==> src/rtl/vga_scan_driver.sv <==
// VGA scan driver: pixel-rate h/v counters exposed as x/y, plus registered colour and sync
// outputs captured on the last clk of each pixel period, and frame_start/move strobes.
module vga_scan_driver #(
  parameter int unsigned CLK_DIV     = 2,
  parameter int unsigned H_VISIBLE   = 640,
  parameter int unsigned H_FP        = 16,
  parameter int unsigned H_SYNC      = 96,
  parameter int unsigned H_BP        = 48,
  parameter int unsigned V_VISIBLE   = 480,
  parameter int unsigned V_FP        = 10,
  parameter int unsigned V_SYNC      = 2,
  parameter int unsigned V_BP        = 33,
  parameter int unsigned MOVE_FRAMES = 1
) (
  input  logic       clk,
  input  logic       rst_n,
  input  logic [7:0] r,
  input  logic [7:0] g,
  input  logic [7:0] b,
  output logic [9:0] x,
  output logic [9:0] y,
  output logic [7:0] vga_r,
  output logic [7:0] vga_g,
  output logic [7:0] vga_b,
  output logic       vga_clk,
  output logic       hsync_n,
  output logic       vsync_n,
  output logic       blank_n,
  output logic       frame_start,
  output logic       move
);

  localparam int unsigned HTotal = H_VISIBLE + H_FP + H_SYNC + H_BP;
  localparam int unsigned VTotal = V_VISIBLE + V_FP + V_SYNC + V_BP;
  localparam int unsigned DivW   = (CLK_DIV > 1) ? $clog2(CLK_DIV) : 1;

  localparam logic [DivW-1:0] DivLast = DivW'(CLK_DIV - 1);
  localparam logic [DivW-1:0] DivHalf = DivW'(CLK_DIV / 2);
  localparam logic [9:0] HLast      = 10'(HTotal - 1);
  localparam logic [9:0] VLast      = 10'(VTotal - 1);
  localparam logic [9:0] HVis       = 10'(H_VISIBLE);
  localparam logic [9:0] VVis       = 10'(V_VISIBLE);
  localparam logic [9:0] HSyncFirst = 10'(H_VISIBLE + H_FP);
  localparam logic [9:0] HSyncLast  = 10'(H_VISIBLE + H_FP + H_SYNC - 1);
  localparam logic [9:0] VSyncFirst = 10'(V_VISIBLE + V_FP);
  localparam logic [9:0] VSyncLast  = 10'(V_VISIBLE + V_FP + V_SYNC - 1);
  localparam logic [7:0] FrameLast  = 8'(MOVE_FRAMES - 1);

  logic [DivW-1:0] div_q, div_d;
  logic [9:0]      h_q, h_d, v_q, v_d;
  logic [7:0]      frame_q, frame_d;
  logic [23:0]     rgb_q, rgb_d;
  logic            vga_clk_q, vga_clk_d;
  logic            hsync_n_q, hsync_n_d;
  logic            vsync_n_q, vsync_n_d;
  logic            blank_n_q, blank_n_d;
  logic            frame_start_q, frame_start_d;
  logic            move_q, move_d;
  logic            pix_en, vis, h_wrap, v_wrap;

  assign pix_en = (div_q == DivLast);
  assign vis    = (h_q < HVis) && (v_q < VVis);
  assign h_wrap = (h_q == HLast);
  assign v_wrap = (v_q == VLast);

  always_comb begin
    div_d         = pix_en ? '0 : div_q + DivW'(1);
    h_d           = h_q;
    v_d           = v_q;
    frame_d       = frame_q;
    rgb_d         = rgb_q;
    hsync_n_d     = hsync_n_q;
    vsync_n_d     = vsync_n_q;
    blank_n_d     = blank_n_q;
    frame_start_d = 1'b0;
    move_d        = 1'b0;
    // Registered so that vga_clk is high exactly while div_q is in the upper half.
    vga_clk_d     = (div_d >= DivHalf);

    if (pix_en) begin
      h_d = h_wrap ? 10'd0 : h_q + 10'd1;
      if (h_wrap) begin
        v_d = v_wrap ? 10'd0 : v_q + 10'd1;
      end
      // Capture uses the pixel being retired, not the one about to start.
      rgb_d         = vis ? {r, g, b} : 24'd0;
      blank_n_d     = vis;
      hsync_n_d     = !((h_q >= HSyncFirst) && (h_q <= HSyncLast));
      vsync_n_d     = !((v_q >= VSyncFirst) && (v_q <= VSyncLast));
      frame_start_d = h_wrap && v_wrap;
      if ((h_q == 10'd0) && (v_q == VVis)) begin
        if (frame_q == FrameLast) begin
          frame_d = 8'd0;
          move_d  = 1'b1;
        end else begin
          frame_d = frame_q + 8'd1;
        end
      end
    end
  end

  always_ff @(posedge clk) begin
    if (!rst_n) begin
      div_q         <= '0;
      h_q           <= 10'd0;
      v_q           <= 10'd0;
      frame_q       <= 8'd0;
      rgb_q         <= 24'd0;
      vga_clk_q     <= 1'b0;
      hsync_n_q     <= 1'b1;
      vsync_n_q     <= 1'b1;
      blank_n_q     <= 1'b0;
      frame_start_q <= 1'b0;
      move_q        <= 1'b0;
    end else begin
      div_q         <= div_d;
      h_q           <= h_d;
      v_q           <= v_d;
      frame_q       <= frame_d;
      rgb_q         <= rgb_d;
      vga_clk_q     <= vga_clk_d;
      hsync_n_q     <= hsync_n_d;
      vsync_n_q     <= vsync_n_d;
      blank_n_q     <= blank_n_d;
      frame_start_q <= frame_start_d;
      move_q        <= move_d;
    end
  end

  assign x           = h_q;
  assign y           = v_q;
  assign vga_r       = rgb_q[23:16];
  assign vga_g       = rgb_q[15:8];
  assign vga_b       = rgb_q[7:0];
  assign vga_clk     = vga_clk_q;
  assign hsync_n     = hsync_n_q;
  assign vsync_n     = vsync_n_q;
  assign blank_n     = blank_n_q;
  assign frame_start = frame_start_q;
  assign move        = move_q;

endmodule

==> config.mk <==
export PLATFORM = sky130hd
export DESIGN_NAME = vga_scan_driver
export DESIGN_NICKNAME = d
export VERILOG_FILES = /design/src/rtl/vga_scan_driver.sv
export SDC_FILE = /design/constraint.sdc
export NUM_CORES = 1
export LEC_CHECK = 0
export CORE_ASPECT_RATIO = 1.75
export CORE_MARGIN = 4
export CORE_UTILIZATION = 30
export DETAILED_ROUTE_END_ITERATION = 12
export PLACE_DENSITY = 0.65
export SYNTH_ARGS = -nofsm -noshare
export SYNTH_HDL_FRONTEND = slang
export SYNTH_SLANG_ARGS = --single-unit
export TNS_END_PERCENT = 100
==> constraint.sdc <==
create_clock -name clk -period 4.9 [get_ports clk]
set_input_delay 0.49 -clock clk [delete_from_list [all_inputs] [get_ports clk]]
set_output_delay 0.49 -clock clk [all_outputs]
set_load 0.03 [all_outputs]
# Word-level counts from Yosys, hierarchy flattened
# Cells that the tools add are included.
# W data, S select, Z words.
[word_totals]
in_bits = 26
latchBits = 0
romBits = 0
output_inout_bits = 50
register_bits = 59
memories = 0
word_cells = 44
ramBits = 0
[classes]
n_bitwise = 0
order_cmp = 7
n_addsub = 4
n_reduce_logical = 13
n_mux = 6
n_eq_ne = 3
n_div = 0
multipliers = 0
shifts = 0
[ops]
columns = ["operator", "count"]
rows = [
  ["$mux W24", 1],
  ["$add A10 B1 Y10 const B", 2],
  ["$eq A10 B10 Y1 const B", 2],
  ["$mux W10", 2],
  ["$eq A10 B9 Y1 const B", 1],
  ["$ge A10 B10 Y1 const B", 1],
  ["$ge A10 B9 Y1 const B", 1],
  ["$le A10 B10 Y1 const B", 1],
  ["$le A10 B9 Y1 const B", 1],
  ["$logic_not A10 Y1", 1],
  ["$lt A10 B10 Y1 const B", 1],
  ["$lt A10 B9 Y1 const B", 1],
  ["$add A8 B1 Y8 const B", 1],
  ["$logic_not A8 Y1", 1],
  ["$mux W8", 1],
  ["$reduce_and A2 Y1", 3],
  ["$logic_and A1 B1 Y1", 5],
  ["$reduce_and A3 Y1", 1],
  ["$logic_not A1 Y1", 2],
  ["$mux W1", 2],
  ["$add A1 B1 Y1 const B", 1],
  ["$ge A1 B1 Y1 const B", 1],
]

# Longest topological paths before layout
# Gate-level depths: netlist (run 1).
[depth]
depth_word = 3
depth_mapped = 6
depth_no_buf = 6

# Worst setup path before layout (run 1)
# Ideal clock, no wire load.
[synth_timing]
kind = "reg2reg"
start = "register h_q[1] (netlist: x[1])"
end = "register v_q[6] (netlist: y[6])"
n_path_buf = 0
period_less_slack_ns = 2.266
setup_ns = 0.072
setup_slack_ns = 2.634
t_required_ns = 4.828
stages_incl_launch_ff = 6
t_arrival_ns = 2.193
path_cell_list = "dfxtp_1 -> ha_1 -> nand4_1 -> or4_4 -> or4_1 -> a21oi_1"
[synth_between]
elab_chain_len = 2
[synth_rtl]
columns = ["element", "line", "text"]
rows = [
  ["start: declaration", "50", "logic [9:0] h_q, h_d, v_q, v_d;"],
  ["start signal: assignment", "105", "h_q <= 10'd0;"],
  ["start signal: assignment", "117", "h_q <= h_d;"],
  ["$eq A10 B10 Y1", "63", "assign h_wrap = (h_q == HLast);"],
  ["$reduce_and A2 Y1 (no line)", "--", ""],
  ["end signal: assignment", "118", "v_q <= v_d;"],
  ["end: declaration", "50", ""],
]
# Every way passes these cells.
# A chain may end at the register's enable or synchronous reset.

==> results of run 1 <==
==> layer usage <==
| layer | vias up | share of wire (%) | wire, µm |
|---|---|---|---|
| li1 | 1106 | - | - |
| met1 | 1032 | 40 | 2520 |
| met2 | 69 | 51 | 3240 |
| met3 | 8 | 6.4 | 402 |
| met4 | 0 | 2.2 | 137 |
| met5 | - | 0 | 0 |
==> cells in the mapped netlist (all sizes together) <==
master	n	area [µm²]
clkinv	1	3.75
a21oi	11	55.1
a22o	25	219
nor4bb	1	10.0
o311ai	4	35.0
nand4b	2	17.5
clkbuf	11	41.3
nor4b	1	8.76
or4	8	67.6
nor3	7	35.0
inv	11	41.3
nand2b	3	18.8
xor2	6	52.6
and3	2	12.5
a21o	1	7.51
nor2	16	60.1
dfxtp	58	1160
nand2	15	56.3
o21ai	7	35.0
o31a	1	8.76
and4	3	26.3
o31ai	5	37.5
nor4	5	31.3
nand3b	1	7.51
mux2	1	11.3
o22ai	1	6.26
nand3	12	60.1
ha	6	75.1
nor2b	1	6.26
mux2i	1	10.0
buf	3	15.0
xnor2	5	43.8
o21ba	1	10.0
a41oi	1	8.76
o41ai	3	26.3
nand4	10	62.6
or3	6	37.5
==> worst paths after layout <==
path                        start                 endpoint  slack [ns]  cells after the start
min          blank_n$_SDFFE_PN0P_     blank_n$_SDFFE_PN0P_        0.46                      1
max reg2reg      div_q$_SDFF_PN0_  frame_q[5]$_SDFFE_PN0P_        2.50                      4
max                         rst_n        x[0]$_SDFFE_PN0P_        2.46                      4
min reg2reg  blank_n$_SDFFE_PN0P_     blank_n$_SDFFE_PN0P_        0.46                      1
==> metrics by stage <==
step	std cells	setup slack, ns	power, W	utilization, %	instance area (µm²)
floorplan	256	2.63	0.000566	-	2420
global placement	408	2.18	0.000625	41.0	3240
detailed placement	408	2.11	0.000625	41.0	3240
CTS	423	2.45	0.00126	44.9	3550
global route	423	2.26	0.00129	44.9	3550
finish	423	2.46	0.00125	44.9	3550
==> cells by family (layout without fill, tap and decap cells) <==
logic type      Yosys count  count (layout)  synth area share [%]
xor+xnor                 11              11                  3.98
compound gates           60              60                  18.5
mux                       2               2                 0.878
flops                    58              58                  47.9
fa+ha+maj                 6               6                  3.10
buf+inv                  26             103                  4.18
simple gates             93              93                  21.4
==> power by group <==
part	total (W)	leakage [nW]	internal [W]	switching [W]
combinational	0.000117	0.636	0.0000562	0.0000608
clock	0.000630	0.152	0.000430	0.000199
sequential	0.000499	0.472	0.000488	0.0000111
total	0.00125	1.26	0.000975	0.000271
==> state kept, by name (all words and copies together), names as in the netlist <==
signal,count
vsync_n,1
blank_n,1
move,1
div_q,1
rgb_q,24
frame_q,8
x,10
hsync_n,1
y,10
frame_start,1
==> worst max-delay path: cells and delay by family <==
family	cells	cell delay (ns)
buffers and inverters	2	1.06
multiplexers	1	0.29
AND/OR/NAND/NOR	1	0.86
==> layout make-up <==
class	instances	area [µm²]
timing repair buffer	76	758
sequential	58	1160
clock buffer	13	270
clock inverter	2	35.0
multi-input combinational	172	1170
inverter	12	45.0
tap	90	113
fill	754	4360
==> run metrics, run 1 <==
hold slack final=0.461 ns; Critical Path Max Stage Delay=0.86 ns; RSZ-0062 raised after global routing=no; FMAX=410 MHz; GRT busiest layer=met2; endpoint type of the worst setup path=flip-flop; post-cts sizing count=0; I/O pin count=76; setup bufs post-CTS=0; met2 Track Usage GR=23.3%; grt met3 use=4.40%; maximum number of pins on one net before global-route repair=29; CTS Buffer Depth=2; post-route DRC violation count=0; Die ar.=9630 µm²; post-synthesis cell area=2420 µm²; core area=7910 µm²; cell area power density=351 nW/µm²; initial detailed-routing violation count=129; Die X=75.9 µm; routed wire length=6.30 mm; Max-Cap Viols=0; Detailed Routing Iterations Pass 1=4; Hold WC Path Type=flip-flop to flip-flop; setup tns final=0 ns; CP max FO=28; site row count=43; layout cell share with drive strength beyond 1=6.31%; CTS tree=yes; vias after detailed routing=2215; Slew headroom=31.6%; port bufs=75; synthesized flop and latch total=58; vias in the first global route=2264; H-tree depth=3; drt wl/cell=14.9 µm; Die Y=127 µm; CP required=5.16 ns; Avg Cell Area, Syn=9.46 µm²; Num CTS Buffers=9; vias per inst=5.24; ant diodes=0; crit start category=input pin; Ys Warns=0; CP max-delay cell=nor2_2; Cells after Synth=256; met1 usage=14.0%; Yosys cell types=39; antenna violations before repair=0; final max-slew violation count=0; Initial Util=30.6%; actual slew at the worst max-slew pin=1.02 ns; sequential cell area fraction in the yosys report=47.9%; Arr. time, crit path=2.70 ns; endpoints failing hold=0; clock transition at the registers of the reported paths=0.05 ns; Lkg Pwr=1.26 nW; final net count=361; commonest non-fill, non-tap cells in the layout=75 x clkdlybuf4s50_1, 58 x dfxtp_1, 25 x a22o_1; CTS root buf=clkbuf_16; Layout Skew=0.00592 ns; GRT Util Overall=13.4%; status=finished clean; Final min period=2.44 ns; Syn Nets=288; Tcrit/Tclk final=49.8%; worst vdd ir=0.000173 V; worst skew pair latency=0.32 ns; Setup-failing EPs final=0; Post-CTS Hold Fix Bufs=0; grt total ovfl=0; Post-DP HPWL=4.53 mm; area grow syn2layout=46.5%; Worst Setup Path Type=input pin to flip-flop; Placer Congestion=0.791; number of clock sinks=58; first-pass GRT wire length=10.5 mm; commonest non-fill, non-tap cell in the layout=clkdlybuf4s50_1; Final ANT Viol Nets=0; worst path cell trace=clkdlybuf4s50_1, clkinv_1, nor2_2, mux2_2
Power figures use the tool's default switching activity.
==> run 2, diff against run 1 <==
clock period = 2.48 ns   (was 4.9 ns; I/O delays follow)
==> run 2 against run 1 <==
  * Worst setup slack lost 2.1 ns
  * First-iteration DRC count grew 5.4%
  * Routed wire length grew 2.8%
  * Clock-buffer cell count shrank 2
  * Clock skew shrank 0.00063 ns
  * Cell count grew 2.6%
  * Largest cell class unchanged
==> run metrics, run 2 (same netlist as run 1, synthesis figures left out) <==
Lkg Pwr=1.30 nW (was 1.26 nW); cell area power density=654 nW/µm² (was 351 nW/µm²); final net count=371 (was 361); number of clock sinks=58 (unchanged); RSZ-0062 raised after global routing=no (unchanged); Final min period=2.14 ns; CP required=2.73 ns (was 5.16 ns); final max-slew violation count=0 (unchanged); setup bufs post-CTS=0 (unchanged); Hold WC Path Type=flip-flop to flip-flop (unchanged); Initial Util=30.6% (unchanged); FF-to-FF Start=x[1]$_SDFFE_PN0P_ (was div_q$_SDFF_PN0_); CTS Buffer Depth=2 (unchanged); Die Y=127 µm (unchanged); status=finished clean (unchanged); critical path launch point=x[1]$_SDFFE_PN0P_ (was rst_n); Die ar.=9630 µm² (unchanged); post-route DRC violation count=0 (unchanged); clock transition at the registers of the reported paths=0.05 ns (about the same); site row count=43 (unchanged); post-route non-filler standard cell count=434 (was 423); Core Util, Final=45.5% (was 44.9%); drt wl/cell=14.9 µm (about the same); Layout Skew=0.00529 ns (was 0.00592 ns); Placer Congestion=0.834 (was 0.791); Detailed Routing Iterations Pass 1=4 (unchanged); vias per inst=5.15 (was 5.24); H-tree depth=3 (unchanged); layout cell share with drive strength beyond 1=9.59% (was 6.31%); worst path cell trace=ha_1, nand4_1, or4_4, or4_1, a21oi_1 (was clkdlybuf4s50_1, clkinv_1, nor2_2, mux2_2); FMAX=467 MHz; endpoints failing hold=0 (unchanged); maximum number of pins on one net before global-route repair=29 (unchanged); port bufs=75 (unchanged); FILL cells=761 (was 754); Worst Setup Path Type=flip-flop to flip-flop (was input pin to flip-flop); area grow syn2layout=48.7% (was 46.5%); commonest non-fill, non-tap cell in the layout=clkdlybuf4s50_1 (unchanged); Num CTS Buffers=9 (unchanged); crit start category=flip-flop (was input pin); Post-CTS Hold Fix Bufs=0 (unchanged); CTS tree=yes (unchanged); Tcrit/Tclk final=86.3%; actual slew at the worst max-slew pin=0.516 ns (was 1.02 ns); ant diodes=0 (unchanged); CTS root buf=clkbuf_16 (unchanged); Setup-failing EPs final=0 (unchanged); Arr. time, crit path=2.39 ns (was 2.70 ns); endpoint type of the worst setup path=flip-flop (unchanged); CP max FO=5 (was 28); largest reg by FF count=rgb_q (unchanged); Max-Cap Viols=0 (unchanged); GRT Util Overall=13.8% (was 13.4%); post-cts sizing count=0 (unchanged); initial detailed-routing violation count=136 (was 129); reg2reg setup slack=0.34 ns (was 2.50 ns); vias in the first global route=2226 (was 2264); antenna violations before repair=0 (unchanged); routed wire length=6.48 mm (was 6.30 mm); CP max-delay cell=or4_4 (was nor2_2); max reg flops=24 (unchanged); Die X=75.9 µm (unchanged); setup tns final=0 ns (unchanged); I/O pin count=76 (unchanged); worst skew pair latency=0.32 ns (about the same); Final ANT Viol Nets=0 (unchanged); Critical Path Max Stage Delay=0.62 ns (was 0.86 ns); Post-DP HPWL=4.70 mm (was 4.53 mm); vias after detailed routing=2237 (was 2215); Slew headroom=65.3% (was 31.6%); Hold Crit Start=blank_n$_SDFFE_PN0P_ (unchanged); core area=7910 µm² (unchanged); first-pass GRT wire length=10.8 mm (was 10.5 mm); dpl cells=418 (was 408); worst vdd ir=0.000440 V (was 0.000173 V); commonest non-fill, non-tap cells in the layout=75 x clkdlybuf4s50_1, 58 x dfxtp_1, 25 x a22o_1 (unchanged); grt total ovfl=0 (unchanged)
==> run 2: cell count changes in the layout (fill, tap and decap cells not counted), sizes merged <==
cell	previous run	this run
bufinv	1	0
clkinv	2	6
clkbuf	13	11
buf	1	11
==> run 2: critical path: cells and delay by family, from the launching register on <==
kind	cells	cell delay [ns]
AOI/OAI and AO/OA	1	0.16
DFF	1	0.39
and+or+nand+nor	3	1.30
adders and majority gates	1	0.22
==> run 2: where the power goes <==
part	switching, W	internal [W]	total (W)
Combinational	0.000124	0.000118	0.000242
Sequential	0.0000193	0.000964	0.000983
Clock	0.000406	0.000722	0.00113
Total	0.000550	0.00180	0.00235
==> run 2: metrics by stage <==
step,worst slack [ns],hold WS (ns),total power [W],area [µm²]
2_1_floorplan,0.214,0.381,0.00112,2420
3_3_place_gp,0.494,0.439,0.00124,3320
3_5_place_dp,0.397,0.455,0.00124,3320
4_1_cts,0.364,0.472,0.00238,3600
5_1_grt,0.208,0.486,0.00244,3600
6_report,0.340,0.471,0.00235,3600
==> run 2: layout make-up <==
cell class / count / area, µm² / area share, %
Sequential cell: 58 / 1160 / 32.2
Clock inverter: 5 / 28.8 / 0.799
Multi-Input combinational cell: 172 / 1170 / 32.4
Clock buffer: 11 / 253 / 7.02
Tap cell: 90 / 113 / 3.13
Timing Repair Buffer: 86 / 833 / 23.1
Inverter: 12 / 45.0 / 1.25
==> run 2: final timing paths <==
kind,endpoint,cells after the start
max,y[8]$_SDFFE_PN0P_,5
min,blank_n$_SDFFE_PN0P_,1
max reg2reg,y[8]$_SDFFE_PN0P_,5
min reg2reg,blank_n$_SDFFE_PN0P_,1
==> run 2: metal layers <==
metal	wire, µm	global-route usage [%]
met5	0	0
met3	413	5.11
met1	2660	14.5
met4	177	7.55
met2	3220	23.5
